===== config.mk =====
export PLATFORM = sky130hd
export DESIGN_NAME = riscv_decode_stage
export DESIGN_NICKNAME = d
export VERILOG_FILES = /design/src/rtl/riscv_decode_stage.sv
export SDC_FILE = /design/constraint.sdc
export NUM_CORES = 1
export LEC_CHECK = 0
export CAP_MARGIN = 25
export CELL_PAD_IN_SITES_DETAIL_PLACEMENT = 1
export CELL_PAD_IN_SITES_GLOBAL_PLACEMENT = 2
export CORE_MARGIN = 8
export CORE_UTILIZATION = 25
export CTS_BUF_LIST = sky130_fd_sc_hd__clkbuf_2 sky130_fd_sc_hd__clkbuf_4 sky130_fd_sc_hd__clkbuf_8
export DETAILED_ROUTE_END_ITERATION = 10
export GPL_TIMING_DRIVEN = 0
export MAX_ROUTING_LAYER = met4
export PLACE_DENSITY = 0.87
export SETUP_SLACK_MARGIN = 0.5
export SYNTH_ARGS = -nofsm -noshare
export SYNTH_HDL_FRONTEND = slang
export SYNTH_SLANG_ARGS = --single-unit

===== constraint.sdc =====
create_clock -name clk -period 4.14 [get_ports clk]
set_input_delay 0.828 -clock clk [delete_from_list [all_inputs] [get_ports clk]]
set_output_delay 0.828 -clock clk [all_outputs]
set_load 0.05 [all_outputs]

===== src/rtl/riscv_decode_stage.sv =====
// -----------------------------------------------------------------------------
// riscv_decode_stage
//   Registered RV32I decode stage between fetch and execute. Each accepted
//   instruction is turned into one decoded bundle (ALU op, operand selects,
//   sign-extended immediate, register indices, memory and control-transfer
//   flags) that appears on the dec_* outputs one cycle after acceptance.
//
//   Handshake (both sides): a transfer happens on a rising clk edge where
//   valid && ready. A producer holds valid and its payload stable until the
//   transfer; ready may be low at any time. instr_* is the input side and
//   dec_* the output side. While dec_valid && !dec_ready the bundle is held
//   bit-stable.
//
//   Optional feature (macro DECODE_SKID_EN):
//     defined   - one output register plus one skid register; instr_ready is
//                 a registered "skid empty" flag, gated only by flush.
//     undefined - single output register; instr_ready = !dec_valid || dec_ready.
//
// Parameters
//   ALUOP_W    width of alu_op (ALU_* codes of the ALU)
//   STRICT_F7  1: non-canonical funct7 on OP / shift-imm is illegal;
//              0: only funct7[5] is looked at
//
// Ports
//   clk, rst            clock (rising edge), asynchronous active-high reset
//   flush               synchronous flush; discards everything in the stage
//   instr_valid/ready   input handshake; instr, instr_pc payload
//   dec_valid/ready     output handshake
//   dec_pc              pc of the decoded instruction
//   alu_op              ALU operation code
//   src_a_sel           0=rs1, 1=pc, 2=zero
//   src_b_sel           0=rs2, 1=imm, 2=const 4
//   imm                 sign-extended immediate (0 when the format has none)
//   rs1, rs2, rd        register indices (0 when unused)
//   reg_we              instruction writes rd
//   mem_req, mem_we     load/store request, store
//   mem_size            funct3 of the load/store
//   branch, jal, jalr   control-transfer type
//   illegal             undecodable instruction (bundle otherwise inert)
// -----------------------------------------------------------------------------
module riscv_decode_stage #(
  parameter int ALUOP_W   = 5,
  parameter bit STRICT_F7 = 1'b1
) (
  input  logic               clk,
  input  logic               rst,
  input  logic               flush,
  input  logic               instr_valid,
  output logic               instr_ready,
  input  logic [31:0]        instr,
  input  logic [31:0]        instr_pc,
  output logic               dec_valid,
  input  logic               dec_ready,
  output logic [31:0]        dec_pc,
  output logic [ALUOP_W-1:0] alu_op,
  output logic [1:0]         src_a_sel,
  output logic [1:0]         src_b_sel,
  output logic [31:0]        imm,
  output logic [4:0]         rs1,
  output logic [4:0]         rs2,
  output logic [4:0]         rd,
  output logic               reg_we,
  output logic               mem_req,
  output logic               mem_we,
  output logic [2:0]         mem_size,
  output logic               branch,
  output logic               jal,
  output logic               jalr,
  output logic               illegal
);

  localparam logic [6:0] OPC_LOAD   = 7'b0000011;
  localparam logic [6:0] OPC_MISC   = 7'b0001111;
  localparam logic [6:0] OPC_OPIMM  = 7'b0010011;
  localparam logic [6:0] OPC_AUIPC  = 7'b0010111;
  localparam logic [6:0] OPC_STORE  = 7'b0100011;
  localparam logic [6:0] OPC_OP     = 7'b0110011;
  localparam logic [6:0] OPC_LUI    = 7'b0110111;
  localparam logic [6:0] OPC_BRANCH = 7'b1100011;
  localparam logic [6:0] OPC_JALR   = 7'b1100111;
  localparam logic [6:0] OPC_JAL    = 7'b1101111;

  localparam logic [1:0] SRCA_RS1  = 2'd0;
  localparam logic [1:0] SRCA_PC   = 2'd1;
  localparam logic [1:0] SRCA_ZERO = 2'd2;
  localparam logic [1:0] SRCB_RS2  = 2'd0;
  localparam logic [1:0] SRCB_IMM  = 2'd1;
  localparam logic [1:0] SRCB_FOUR = 2'd2;

  localparam logic [4:0] ALU_ADD = 5'b00000;

  typedef struct packed {
    logic [31:0]        pc;
    logic [ALUOP_W-1:0] alu_op;
    logic [1:0]         src_a_sel;
    logic [1:0]         src_b_sel;
    logic [31:0]        imm;
    logic [4:0]         rs1;
    logic [4:0]         rs2;
    logic [4:0]         rd;
    logic               reg_we;
    logic               mem_req;
    logic               mem_we;
    logic [2:0]         mem_size;
    logic               branch;
    logic               jal;
    logic               jalr;
    logic               illegal;
  } bundle_t;

  // ---------------------------------------------------------------------------
  // Instruction fields and immediates for every format
  // ---------------------------------------------------------------------------
  logic [6:0]  opcode;
  logic [2:0]  f3;
  logic [6:0]  f7;
  logic [4:0]  rs1_f;
  logic [4:0]  rs2_f;
  logic [4:0]  rd_f;
  logic [31:0] imm_i;
  logic [31:0] imm_s;
  logic [31:0] imm_b;
  logic [31:0] imm_u;
  logic [31:0] imm_j;

  assign opcode = instr[6:0];
  assign f3     = instr[14:12];
  assign f7     = instr[31:25];
  assign rs1_f  = instr[19:15];
  assign rs2_f  = instr[24:20];
  assign rd_f   = instr[11:7];

  assign imm_i = {{20{instr[31]}}, instr[31:20]};
  assign imm_s = {{20{instr[31]}}, instr[31:25], instr[11:7]};
  assign imm_b = {{19{instr[31]}}, instr[31], instr[7], instr[30:25], instr[11:8], 1'b0};
  assign imm_u = {instr[31:12], 12'h000};
  assign imm_j = {{11{instr[31]}}, instr[31], instr[19:12], instr[20], instr[30:21], 1'b0};

  // funct7 legality. With STRICT_F7=0 every funct7 is accepted and only
  // funct7[5] (the SUB/SRA selector) influences the decode.
  logic f7_zero;
  logic f7_alt;
  logic shl_ok;
  logic shr_ok;
  logic op_f7_ok;

  assign f7_zero  = (f7 == 7'h00);
  assign f7_alt   = (f7 == 7'h20);
  assign shl_ok   = !STRICT_F7 || f7_zero;
  assign shr_ok   = !STRICT_F7 || f7_zero || f7_alt;
  // Only ADD/SUB (f3=000) and SRL/SRA (f3=101) have an alternate encoding.
  assign op_f7_ok = !STRICT_F7 || f7_zero ||
                    (f7_alt && ((f3 == 3'b000) || (f3 == 3'b101)));

  // ---------------------------------------------------------------------------
  // Combinational decode of the instruction on the input port
  // ---------------------------------------------------------------------------
  bundle_t dec;
  logic    bad;

  always_comb begin
    bad    = 1'b0;
    dec    = '0;
    dec.pc = instr_pc;
    case (opcode)
      OPC_LUI: begin
        dec.src_a_sel = SRCA_ZERO;
        dec.src_b_sel = SRCB_IMM;
        dec.imm       = imm_u;
        dec.rd        = rd_f;
        dec.reg_we    = 1'b1;
      end
      OPC_AUIPC: begin
        dec.src_a_sel = SRCA_PC;
        dec.src_b_sel = SRCB_IMM;
        dec.imm       = imm_u;
        dec.rd        = rd_f;
        dec.reg_we    = 1'b1;
      end
      OPC_JAL: begin
        // ALU computes the link address pc+4; the target uses imm.
        dec.src_a_sel = SRCA_PC;
        dec.src_b_sel = SRCB_FOUR;
        dec.imm       = imm_j;
        dec.rd        = rd_f;
        dec.reg_we    = 1'b1;
        dec.jal       = 1'b1;
      end
      OPC_JALR: begin
        dec.src_a_sel = SRCA_PC;
        dec.src_b_sel = SRCB_FOUR;
        dec.imm       = imm_i;
        dec.rs1       = rs1_f;
        dec.rd        = rd_f;
        dec.reg_we    = 1'b1;
        dec.jalr      = 1'b1;
        bad           = (f3 != 3'b000);
      end
      OPC_BRANCH: begin
        dec.alu_op    = ALUOP_W'({2'b11, f3});
        dec.src_a_sel = SRCA_RS1;
        dec.src_b_sel = SRCB_RS2;
        dec.imm       = imm_b;
        dec.rs1       = rs1_f;
        dec.rs2       = rs2_f;
        dec.branch    = 1'b1;
        bad           = (f3 == 3'b010) || (f3 == 3'b011);
      end
      OPC_LOAD: begin
        dec.src_a_sel = SRCA_RS1;
        dec.src_b_sel = SRCB_IMM;
        dec.imm       = imm_i;
        dec.rs1       = rs1_f;
        dec.rd        = rd_f;
        dec.reg_we    = 1'b1;
        dec.mem_req   = 1'b1;
        dec.mem_size  = f3;
        bad           = (f3 == 3'b011) || (f3 == 3'b110) || (f3 == 3'b111);
      end
      OPC_STORE: begin
        dec.src_a_sel = SRCA_RS1;
        dec.src_b_sel = SRCB_IMM;
        dec.imm       = imm_s;
        dec.rs1       = rs1_f;
        dec.rs2       = rs2_f;
        dec.mem_req   = 1'b1;
        dec.mem_we    = 1'b1;
        dec.mem_size  = f3;
        bad           = (f3 > 3'b010);
      end
      OPC_OPIMM: begin
        // Only SRAI uses funct7[5]; for other I-type ops those bits are immediate.
        dec.alu_op    = ALUOP_W'({1'b0, f7[5] & (f3 == 3'b101), f3});
        dec.src_a_sel = SRCA_RS1;
        dec.src_b_sel = SRCB_IMM;
        dec.imm       = imm_i;
        dec.rs1       = rs1_f;
        dec.rd        = rd_f;
        dec.reg_we    = 1'b1;
        if (f3 == 3'b001) begin
          bad = !shl_ok;
        end else if (f3 == 3'b101) begin
          bad = !shr_ok;
        end
      end
      OPC_OP: begin
        dec.alu_op    = ALUOP_W'({1'b0, f7[5], f3});
        dec.src_a_sel = SRCA_RS1;
        dec.src_b_sel = SRCB_RS2;
        dec.rs1       = rs1_f;
        dec.rs2       = rs2_f;
        dec.rd        = rd_f;
        dec.reg_we    = 1'b1;
        bad           = !op_f7_ok;
      end
      OPC_MISC: begin
        // FENCE: ordering is trivially satisfied by this in-order pipe -> NOP.
      end
      default: begin
        // SYSTEM and every unknown opcode.
        bad = 1'b1;
      end
    endcase

    if (bad || (instr[1:0] != 2'b11)) begin
      dec         = '0;
      dec.pc      = instr_pc;
      dec.alu_op  = ALUOP_W'(ALU_ADD);
      dec.illegal = 1'b1;
    end
  end

  // ---------------------------------------------------------------------------
  // Pipeline register(s)
  // ---------------------------------------------------------------------------
  bundle_t out_q;
  logic    dec_valid_q;
  logic    accept;

`ifdef DECODE_SKID_EN
  bundle_t skid_q;
  logic    skid_valid_q;
  logic    ready_q;
  logic    out_free;

  // ready_q always equals !skid_valid_q; kept as its own flop so instr_ready
  // has no combinational dependence on dec_ready.
  assign instr_ready = ready_q & ~flush;
  assign accept      = instr_valid & instr_ready;
  assign out_free    = ~dec_valid_q | dec_ready;

  always_ff @(posedge clk or posedge rst) begin
    if (rst) begin
      out_q        <= '0;
      dec_valid_q  <= 1'b0;
      skid_q       <= '0;
      skid_valid_q <= 1'b0;
      ready_q      <= 1'b1;
    end else if (flush) begin
      dec_valid_q  <= 1'b0;
      skid_valid_q <= 1'b0;
      ready_q      <= 1'b1;
    end else if (out_free) begin
      // The skid entry is older than anything arriving now, so it goes first.
      // accept is necessarily 0 while the skid is occupied.
      if (skid_valid_q) begin
        out_q        <= skid_q;
        dec_valid_q  <= 1'b1;
        skid_valid_q <= 1'b0;
        ready_q      <= 1'b1;
      end else if (accept) begin
        out_q       <= dec;
        dec_valid_q <= 1'b1;
      end else begin
        dec_valid_q <= 1'b0;
      end
    end else if (accept) begin
      // Output stalled: park the new bundle and stop accepting.
      skid_q       <= dec;
      skid_valid_q <= 1'b1;
      ready_q      <= 1'b0;
    end
  end
`else
  assign instr_ready = ~flush & (~dec_valid_q | dec_ready);
  assign accept      = instr_valid & instr_ready;

  always_ff @(posedge clk or posedge rst) begin
    if (rst) begin
      out_q       <= '0;
      dec_valid_q <= 1'b0;
    end else if (flush) begin
      dec_valid_q <= 1'b0;
    end else if (accept) begin
      out_q       <= dec;
      dec_valid_q <= 1'b1;
    end else if (dec_ready) begin
      dec_valid_q <= 1'b0;
    end
  end
`endif

  assign dec_valid = dec_valid_q;
  assign dec_pc    = out_q.pc;
  assign alu_op    = out_q.alu_op;
  assign src_a_sel = out_q.src_a_sel;
  assign src_b_sel = out_q.src_b_sel;
  assign imm       = out_q.imm;
  assign rs1       = out_q.rs1;
  assign rs2       = out_q.rs2;
  assign rd        = out_q.rd;
  assign reg_we    = out_q.reg_we;
  assign mem_req   = out_q.mem_req;
  assign mem_we    = out_q.mem_we;
  assign mem_size  = out_q.mem_size;
  assign branch    = out_q.branch;
  assign jal       = out_q.jal;
  assign jalr      = out_q.jalr;
  assign illegal   = out_q.illegal;

endmodule

======== Word level (Yosys, flattened, before mapping) ========
Cells that the tools add are included.
word-level totals
  flip-flop bits (word level) ............. 99
  input port bits ......................... 69
  output and inout port bits .............. 100
  word-level logic and storage cells ...... 86
operators by class
  order comparisons ....................... 1
  eq/ne operators ......................... 18
  muxes and demuxes ....................... 19
  bitwise gates (word level) .............. 6
  reductions and logical operators ........ 25
operators by type and width
  kind                                                                   number
  32-bit one-hot mux with 5 select lines                                 1
  66-bit 2-to-1 mux                                                      1
  7-bit by 6-bit equality test with 1-bit output, second input constant  4
  7-bit equality test, second input constant                             3
  4-bit one-hot mux with 4 select lines                                  1
  5-bit one-hot mux with 3 select lines                                  1
  7-bit by 5-bit equality test with 1-bit output, second input constant  2
  1-bit 2-to-1 mux                                                       10
  5-bit 2-to-1 mux                                                       2
  3-bit equality test, second input constant                             3
  3-bit OR reduction                                                     3
  7-bit by 2-bit equality test with 1-bit output, second input constant  1
  7-bit by 4-bit equality test with 1-bit output, second input constant  1
  7-bit logical NOT                                                      1
  1-bit logical OR                                                       7
  1-bit one-hot mux with 7 select lines                                  1
  7-bit OR reduction                                                     1
  3-bit by 2-bit equality test with 1-bit output, second input constant  2
  6-bit 2-to-1 mux                                                       1
  3-bit nonzero test                                                     2
  2-bit OR reduction                                                     3
  6-bit OR reduction                                                     1
  4-bit OR reduction                                                     1
  1-bit bitwise AND                                                      3
  10 further kinds                                                       13

======== Logic depth before layout (Yosys ltp) ========
Gate-level depths: netlist (run 1).
  depth in word-level cells ............... 8
  mapped depth ............................ 7
  depth with buffers taken out ............ 5

======== Worst setup path after synthesis (run 1) ========
Ideal clock, no wire load.
  path kind ............................... input-to-reg
  start ................................... input port instr[6]
  end ..................................... register out_q (netlist bit imm[0])
  setup time .............................. 127 ps
  data arrival time ....................... 2,247 ps
  data required time ...................... 4,013 ps
  path slack .............................. 1,766 ps
  stages .................................. 6
  path buffers ............................ 1
  path through ............................ or2_1 or4_1 o2111a_1 o221ai_2 buf_2 o21ai_0
between the ends
  cells in the longest elaborated chain, start to end .. 5
  elaborated cells between the ends (all ways) .. 17
  classes of those cells .................. eq/ne (10); mux (3); reduce/logical (4)
RTL lines
  item                                         line  source
  start: declaration                           50    input logic [31:0] instr,
  7-bit equality test (tied with other cells)  165   case (opcode)
  4-bit OR reduction (no line)                 n/a
  1-bit one-hot mux with 7 select lines        165
  1-bit logical OR                             265   if (bad || (instr[1:0] != 2'b11)) begin
  66-bit 2-to-1 mux *                          265
  end signal: assignment                       330   out_q <= '0;
  end signal: assignment                       335   out_q <= dec;
  end: declaration                             276   bundle_t out_q;
Mark *: on every way between the ends. The rest lies on a longest branch, timed or not.
A chain may end at the register's enable or synchronous reset.

======== Worst setup path after layout (run 1) ========
  start ................................... input port instr[4]
  end ..................................... register out_q (netlist bit imm[28])
Same word-level chain as after synthesis.

==> results.sh, run 1 <==
export IMPL_dp_hpwl_um=13900
export IMPL_reg2reg_depth=7
export IMPL_p_per_area_nw_per_um2=333
export IMPL_required_ns=4.40
export IMPL_power_leakage_nw=2.76
export IMPL_final_setup_tns_ns=0
export IMPL_drive_gt1_share_pct=4.53
export IMPL_rsz0062_at_grt="false"
export IMPL_htreeDepth=3
export IMPL_max_vdd_ir_drop_mv=0.139
export IMPL_hp_class="reg -> reg"
export IMPL_seq_area_frac_synth_pct=56.3
export IMPL_finalWirelength_um=17600
export IMPL_io_buffers=165
export IMPL_ioPinCount=169
export IMPL_min_delay_path_depth=2
export IMPL_maxCapViolations=0
export IMPL_ys_seq_elements=98
export IMPL_post_route_drc_count=0
export IMPL_drt_first_iter_violations=174
export IMPL_start_kind="primary input"
export IMPL_cts_root_buffer="clkbuf_8"
export IMPL_final_cell_count_no_fill=909
export IMPL_reg2reg_slack_ns=1.97
export IMPL_nNetsFinal=748
export IMPL_rr_startpoint="dec_valid$_DFFE_PP0P_"
export IMPL_worst_slew_pin_slew_ns=0.914
export IMPL_row_count=48
export IMPL_cts_resized=0
export IMPL_synth_edf_count=0
export IMPL_synth_top_flop_cell="dfrtp_1"
export IMPL_cts_sinks=98
export IMPL_placed_cells=893
export IMPL_grt_pass1_vias=4705
export IMPL_dieHeight_um=148
export IMPL_grt_pass1_wl_um=27600
export IMPL_p_sw_share_pct=33.6
export IMPL_hold_start="dec_pc[24]$_DFFE_PP0P_"
export IMPL_path_clk_slew_ns=0.09
export IMPL_ys_async_sr_fraction_pct=100
export IMPL_n_antenna_cell=0
export IMPL_finalWeightedCongestion=0.891
export IMPL_timing_fmax_mhz=314
export IMPL_ant_nets=0
export IMPL_min_to="dec_pc[24]$_DFFE_PP0P_"
export IMPL_cts_buffers=9
export IMPL_layout_min_cycle_time_ns=3.18
export IMPL_total_power_mw=2.16
export IMPL_tritoncts="done"
export IMPL_core_area_um2=17200
export IMPL_grt_max_degree=55
export IMPL_finalCritPeriodShare_pct=76.8
export IMPL_initial_core_util_pct=25.3
export IMPL_synth_area_um2=4350
export IMPL_clock_latency_ns=0.38
export IMPL_switchingPower_uw=726
export IMPL_netlist_instances=502
export IMPL_die_x_um=148
export IMPL_critical_path_class="in -> reg"
export IMPL_yosysUniqueCellTypes=45
export IMPL_hold_buffers=0
export IMPL_endpoint_kind="flip-flop"
export IMPL_path_max_fanout=10
export IMPL_overflow=0
export IMPL_slew_viol_final=0
export IMPL_routedWlPerCell_um=19.4
export IMPL_grtUsageTotal_pct=16.6
export IMPL_status="complete, no violations"
export IMPL_synth_area_per_cell_um2=8.67
export IMPL_area_growth_pct=49.2
export IMPL_pwr_share_clk_pct=27.7
export IMPL_fin_worst_skew_ns=0.00820
export IMPL_hold_viol=0
export IMPL_p_seq_share_pct=47.8
export IMPL_arrival_ns=3.44
export IMPL_yosys_warnings=0
export IMPL_reg2reg_to="mem_size[0]$_DFFE_PP0P_"
export IMPL_p_comb_share_pct=24.5
export IMPL_antenna_found_initial=0
export IMPL_max_slew_margin_pct=38.6
export IMPL_intPower_mw=1.44
export IMPL_syn_nets=571
export IMPL_setup_viol=0
export IMPL_drtPass1Iterations=4
export IMPL_via_per_inst=4.71
export IMPL_clockBufferDepth=2
export IMPL_vias=4282
export IMPL_postCtsSetupBuffers=0
export IMPL_fp_dieArea_um2=21900
==> metrics by stage <==
| step | cell area, µm² | setup slack, ns | utilization [%] | hold slack, ns |
|---|---|---|---|---|
| 2_1_floorplan | 4350 | 0.750 | - | 0.745 |
| 3_3_place_gp | 6290 | -0.755 | 36.6 | 0.458 |
| 3_5_place_dp | 6320 | 0.555 | 36.8 | 0.465 |
| 4_1_cts | 6500 | 0.984 | 37.8 | 0.488 |
| 5_1_grt | 6500 | 0.732 | 37.8 | 0.505 |
| 6_report | 6500 | 0.960 | 37.8 | 0.483 |
==> worst max path at each step <==
stage / startpoint / end / slack [ns] / cells past startpoint
after global placement: rst / imm[26]$_DFFE_PP0P_ / -0.76 / 2
after floorplan: rst / alu_op[0]$_DFFE_PP0P_ / 0.75 / 1
after CTS: instr[4] / src_b_sel[0]$_DFFE_PP0P_ / 0.98 / 8
final: instr[4] / imm[28]$_DFFE_PP0P_ / 0.96 / 8
after detailed placement: instr[4] / imm[24]$_DFFE_PP0P_ / 0.55 / 8
after global routing: instr[4] / src_b_sel[0]$_DFFE_PP0P_ / 0.73 / 8
==> cell usage after synthesis, types with 3 or more instances <==
cell type	number	area, µm²
buf_1	4	15.0
and3_1	3	18.8
nand2_1	189	709
clkbuf_1	20	75.1
buf_4	3	22.5
nor3_1	6	30.0
nor2b_1	6	37.5
nor2_1	10	37.5
dfrtp_1	98	2450
buf_2	5	25.0
o31ai_1	11	82.6
nand2b_1	3	18.8
nand3_1	9	45.0
inv_1	15	56.3
o21ai_0	58	290
a21oi_1	26	130
a22oi_1	4	30.0
==> state kept, by name, indices dropped and copies added, names as in the netlist, 2 cells and up <==
name	cells
rs2	5
mem_size	3
rd	5
src_b_sel	2
dec_pc	32
imm	32
alu_op	5
src_a_sel	2
rs1	5
==> layer usage <==
metal	track usage, %	part of all wire [%]	up-vias
li1	-	-	2021
met1	19.9	45	2079
met2	26.5	47	159
met3	4.89	6.6	23
met4	5.05	1.7	0
met5	-	0	-
==> kinds of logic after synthesis <==
family / Yosys count / share of synthesized area, %
AO/OA/AOI/OAI: 118 / 16.2
XOR/XNOR: 1 / 0.201
buffers and inverters: 47 / 4.45
flip-flops: 98 / 56.3
multiplexers: 1 / 0.230
AND/OR/NAND/NOR: 237 / 22.6
==> critical path, stage by stage <==
cell and delay, ns:
clkdlybuf4s50_1 0.49, clkbuf_1 0.42, inv_1 0.25, nor3_1 0.26, a32oi_1 0.15, o221ai_2 0.55
buf_2 0.34, o21ai_0 0.14
==> power by group through the flow <==
stage	Combinational, mW	Clock, mW	Sequential (mW)
floorplan	0.120	0	1.23
global placement	0.522	0	1.05
global route	0.566	0.658	1.04
detailed placement	0.534	0	1.05
CTS	0.536	0.616	1.03
finish	0.530	0.599	1.03
==> cells in the final DEF, fill, tap and decap left out, types with 5 or more instances in the layout <==
master,count
o21ai_0,58
nand3_1,9
clkbuf_8,10
nand2_1,189
dfrtp_1,98
clkbuf_1,20
inv_1,14
a21oi_1,26
clkdlybuf4s50_1,165
nor3_1,6
nor2_1,10
nor2b_1,6
buf_2,5
o31ai_1,11
==> layout make-up <==
type / instances / area, µm²
fillers: 2011 / 10700
clock buffers: 12 / 153
well taps: 225 / 282
clock inverters: 4 / 26.3
repair buffers: 166 / 1680
plain buffers: 32 / 138
inverters: 15 / 58.8
flip-flops and latches: 98 / 2450
multi-input cells: 357 / 1710
(Power assumes the default switching activity.)
==> run 2, diff against run 1 <==
--- a/config.mk
+++ b/config.mk
@@ -9,12 +9,12 @@
 export CELL_PAD_IN_SITES_DETAIL_PLACEMENT = 1
 export CELL_PAD_IN_SITES_GLOBAL_PLACEMENT = 2
 export CORE_MARGIN = 8
-export CORE_UTILIZATION = 25
+export CORE_UTILIZATION = 23
 export CTS_BUF_LIST = sky130_fd_sc_hd__clkbuf_2 sky130_fd_sc_hd__clkbuf_4 sky130_fd_sc_hd__clkbuf_8
 export DETAILED_ROUTE_END_ITERATION = 10
 export GPL_TIMING_DRIVEN = 0
 export MAX_ROUTING_LAYER = met4
-export PLACE_DENSITY = 0.87
+export PLACE_DENSITY = 0.84
 export SETUP_SLACK_MARGIN = 0.5
 export SYNTH_ARGS = -nofsm -noshare
 export SYNTH_HDL_FRONTEND = slang
==> constraint.sdc (replaced) <==
create_clock -name clk -period 2.6 [get_ports clk]
set_input_delay 0.52 -clock clk [delete_from_list [all_inputs] [get_ports clk]]
set_output_delay 0.52 -clock clk [all_outputs]
set_load 0.05 [all_outputs]
==> results.sh, run 2 (synthesis results as in run 1) <==
export IMPL_status="complete, no violations"
export IMPL_cts_sinks=98
export IMPL_grt_pass1_vias=4902
export IMPL_switchingPower_mw=1.16
export IMPL_ant_nets=0
export IMPL_fillers=2127
export IMPL_busiest_layer="met2"
export IMPL_hp_class="in -> reg"
export IMPL_rsz0062_at_grt="false"
export IMPL_holdWs_ns=0.437
export IMPL_path_buf_inv=1
export IMPL_cts_buffers=9
export IMPL_area_growth_pct=60.8
export IMPL_dp_hpwl_um=14000
export IMPL_dieHeight_um=154
export IMPL_critPathSlowestCell="clkdlybuf4s50_1"
export IMPL_tritoncts="done"
export IMPL_final_cell_count_no_fill=936
export IMPL_clockBufferDepth=2
export IMPL_timing_fmax_mhz=487
export IMPL_layout_min_cycle_time_ns=2.05
export IMPL_pre_cts_ws_ns=-0.762
export IMPL_endpoint_kind="output port"
export IMPL_setup_ws_ns=0.546
export IMPL_grtUsageMet3_pct=4.60
export IMPL_via_per_inst=4.75
export IMPL_slew_viol_final=0
export IMPL_final_common_cell="nand2_1"
export IMPL_cpLargestDelayFamily="buffers and inverters"
export IMPL_vias=4450
export IMPL_placed_cells=903
export IMPL_p_sw_share_pct=32.1
export IMPL_arrival_ns=1.53
export IMPL_post_route_util_pct=37.6
export IMPL_start_kind="flip-flop"
export IMPL_power_leakage_nw=3.75
export IMPL_p_comb_share_pct=23.9
export IMPL_antenna_found_initial=1
export IMPL_finalInstanceArea_um2=7000
export IMPL_p_per_area_nw_per_um2=518
export IMPL_cts_root_buffer="clkbuf_8"
export IMPL_max_stage_delay_ns=0.81
export IMPL_grt_use_met2_pct=26.3
export IMPL_fp_dieArea_um2=23600
export IMPL_finalCritPeriodShare_pct=79.0
export IMPL_required_ns=2.08
export IMPL_path_max_fanout=2
export IMPL_overflow=0
export IMPL_drive_gt1_share_pct=13.3
export IMPL_grt_pass1_wl_um=28700
export IMPL_ioPinCount=169
export IMPL_routedWlPerCell_um=19.6
export IMPL_pwr_share_clk_pct=30.8
export IMPL_setup_viol=0
export IMPL_p_seq_share_pct=45.3
export IMPL_clock_latency_ns=0.37
export IMPL_row_count=50
export IMPL_htreeDepth=3
export IMPL_max_slew_margin_pct=48.1
export IMPL_nNetsFinal=766
export IMPL_grtUsageTotal_pct=15.8
export IMPL_drt_first_iter_violations=206
export IMPL_grt_max_degree=43
export IMPL_worst_slew_pin_slew_ns=0.769
export IMPL_die_x_um=154
export IMPL_drtPass1Iterations=4
export IMPL_io_buffers=165
export IMPL_layout_common_cells="nand2_1 (189), dfrtp_1 (98), dlygate4sd2_1 (70), o21ai_0 (51), clkdlybuf4s50_1 (51)"
export IMPL_fin_worst_skew_ns=0.00469
export IMPL_maxCapViolations=0
export IMPL_critical_path_class="reg -> out"
export IMPL_use_met1_pct=19.0
export IMPL_max_vdd_ir_drop_mv=0.246
export IMPL_post_route_drc_count=0
export IMPL_initial_core_util_pct=23.4
export IMPL_worstPathCellList="clkdlybuf4s50_1"
export IMPL_postPlaceCellArea_um2=6340
export IMPL_hold_viol=0
export IMPL_finalWeightedCongestion=0.854
export IMPL_core_area_um2=18600
export IMPL_path_clk_slew_ns=0.09
export IMPL_intPower_mw=2.46
export IMPL_hold_buffers=0
export IMPL_finalWirelength_um=18400
run 2: through the flow:
step / total power, mW / TNS, ns
6_report: 3.63 / 0
5_1_grt: 3.79 / 0
4_1_cts: 3.68 / 0
3_5_place_dp: 2.53 / -42.95
3_3_place_gp: 2.50 / -53.20
2_1_floorplan: 2.14 / 0
run 2: timing repair:
item,in CTS,in global routing
endpoints found under the setup margin,164,126
cloned,2,0
resized for setup,154,67
pin swaps,8,11
setup buffers,14,1
run 2: per-layer routing:
layer / part of all wire, % / vias up
li1: - / 2073
met1: 44 / 2233
met2: 49 / 133
met3: 6.5 / 11
met4: 0.54 / 0
met5: 0 / -
run 2: layout make-up:
class | instances | area, µm² | area share [%]
Sequential cell | 98 | 2450 | 35.0
Buffer | 32 | 226 | 3.24
Multi-Input combinational cell | 357 | 1910 | 27.3
Antenna cell | 1 | 2.50 | 0.0357
Inverter | 15 | 63.8 | 0.912
Clock inverter | 4 | 73.8 | 1.05
Clock buffer | 11 | 145 | 2.07
Timing Repair Buffer | 184 | 1830 | 26.1
Tap cell | 234 | 293 | 4.18
run 2: worst paths after layout:
path	from	slack [ns]	to	depth (start not counted)
max	dec_pc[18]$_DFFE_PP0P_	0.55	dec_pc[18]	1
min	instr[25]	0.44	imm[5]$_DFFE_PP0P_	3
max reg2reg	dec_valid$_DFFE_PP0P_	0.67	rd[3]$_DFFE_PP0P_	9
min reg2reg	rs1[4]$_DFFE_PP0P_	0.48	rs1[4]$_DFFE_PP0P_	2
max in group asynchronous	rst	1.08	imm[29]$_DFFE_PP0P_	4
min in group asynchronous	rst	0.63	dec_pc[19]$_DFFE_PP0P_	2
run 2: power by group through the flow:
| stage | Clock (mW) | Combinational (mW) | Sequential (mW) |
|---|---|---|---|
| after floorplan | 0 | 0.191 | 1.95 |
| after global placement | 0 | 0.833 | 1.67 |
| after detailed placement | 0 | 0.852 | 1.68 |
| after CTS | 1.16 | 0.869 | 1.65 |
| after global routing | 1.22 | 0.920 | 1.65 |
| final | 1.12 | 0.866 | 1.64 |
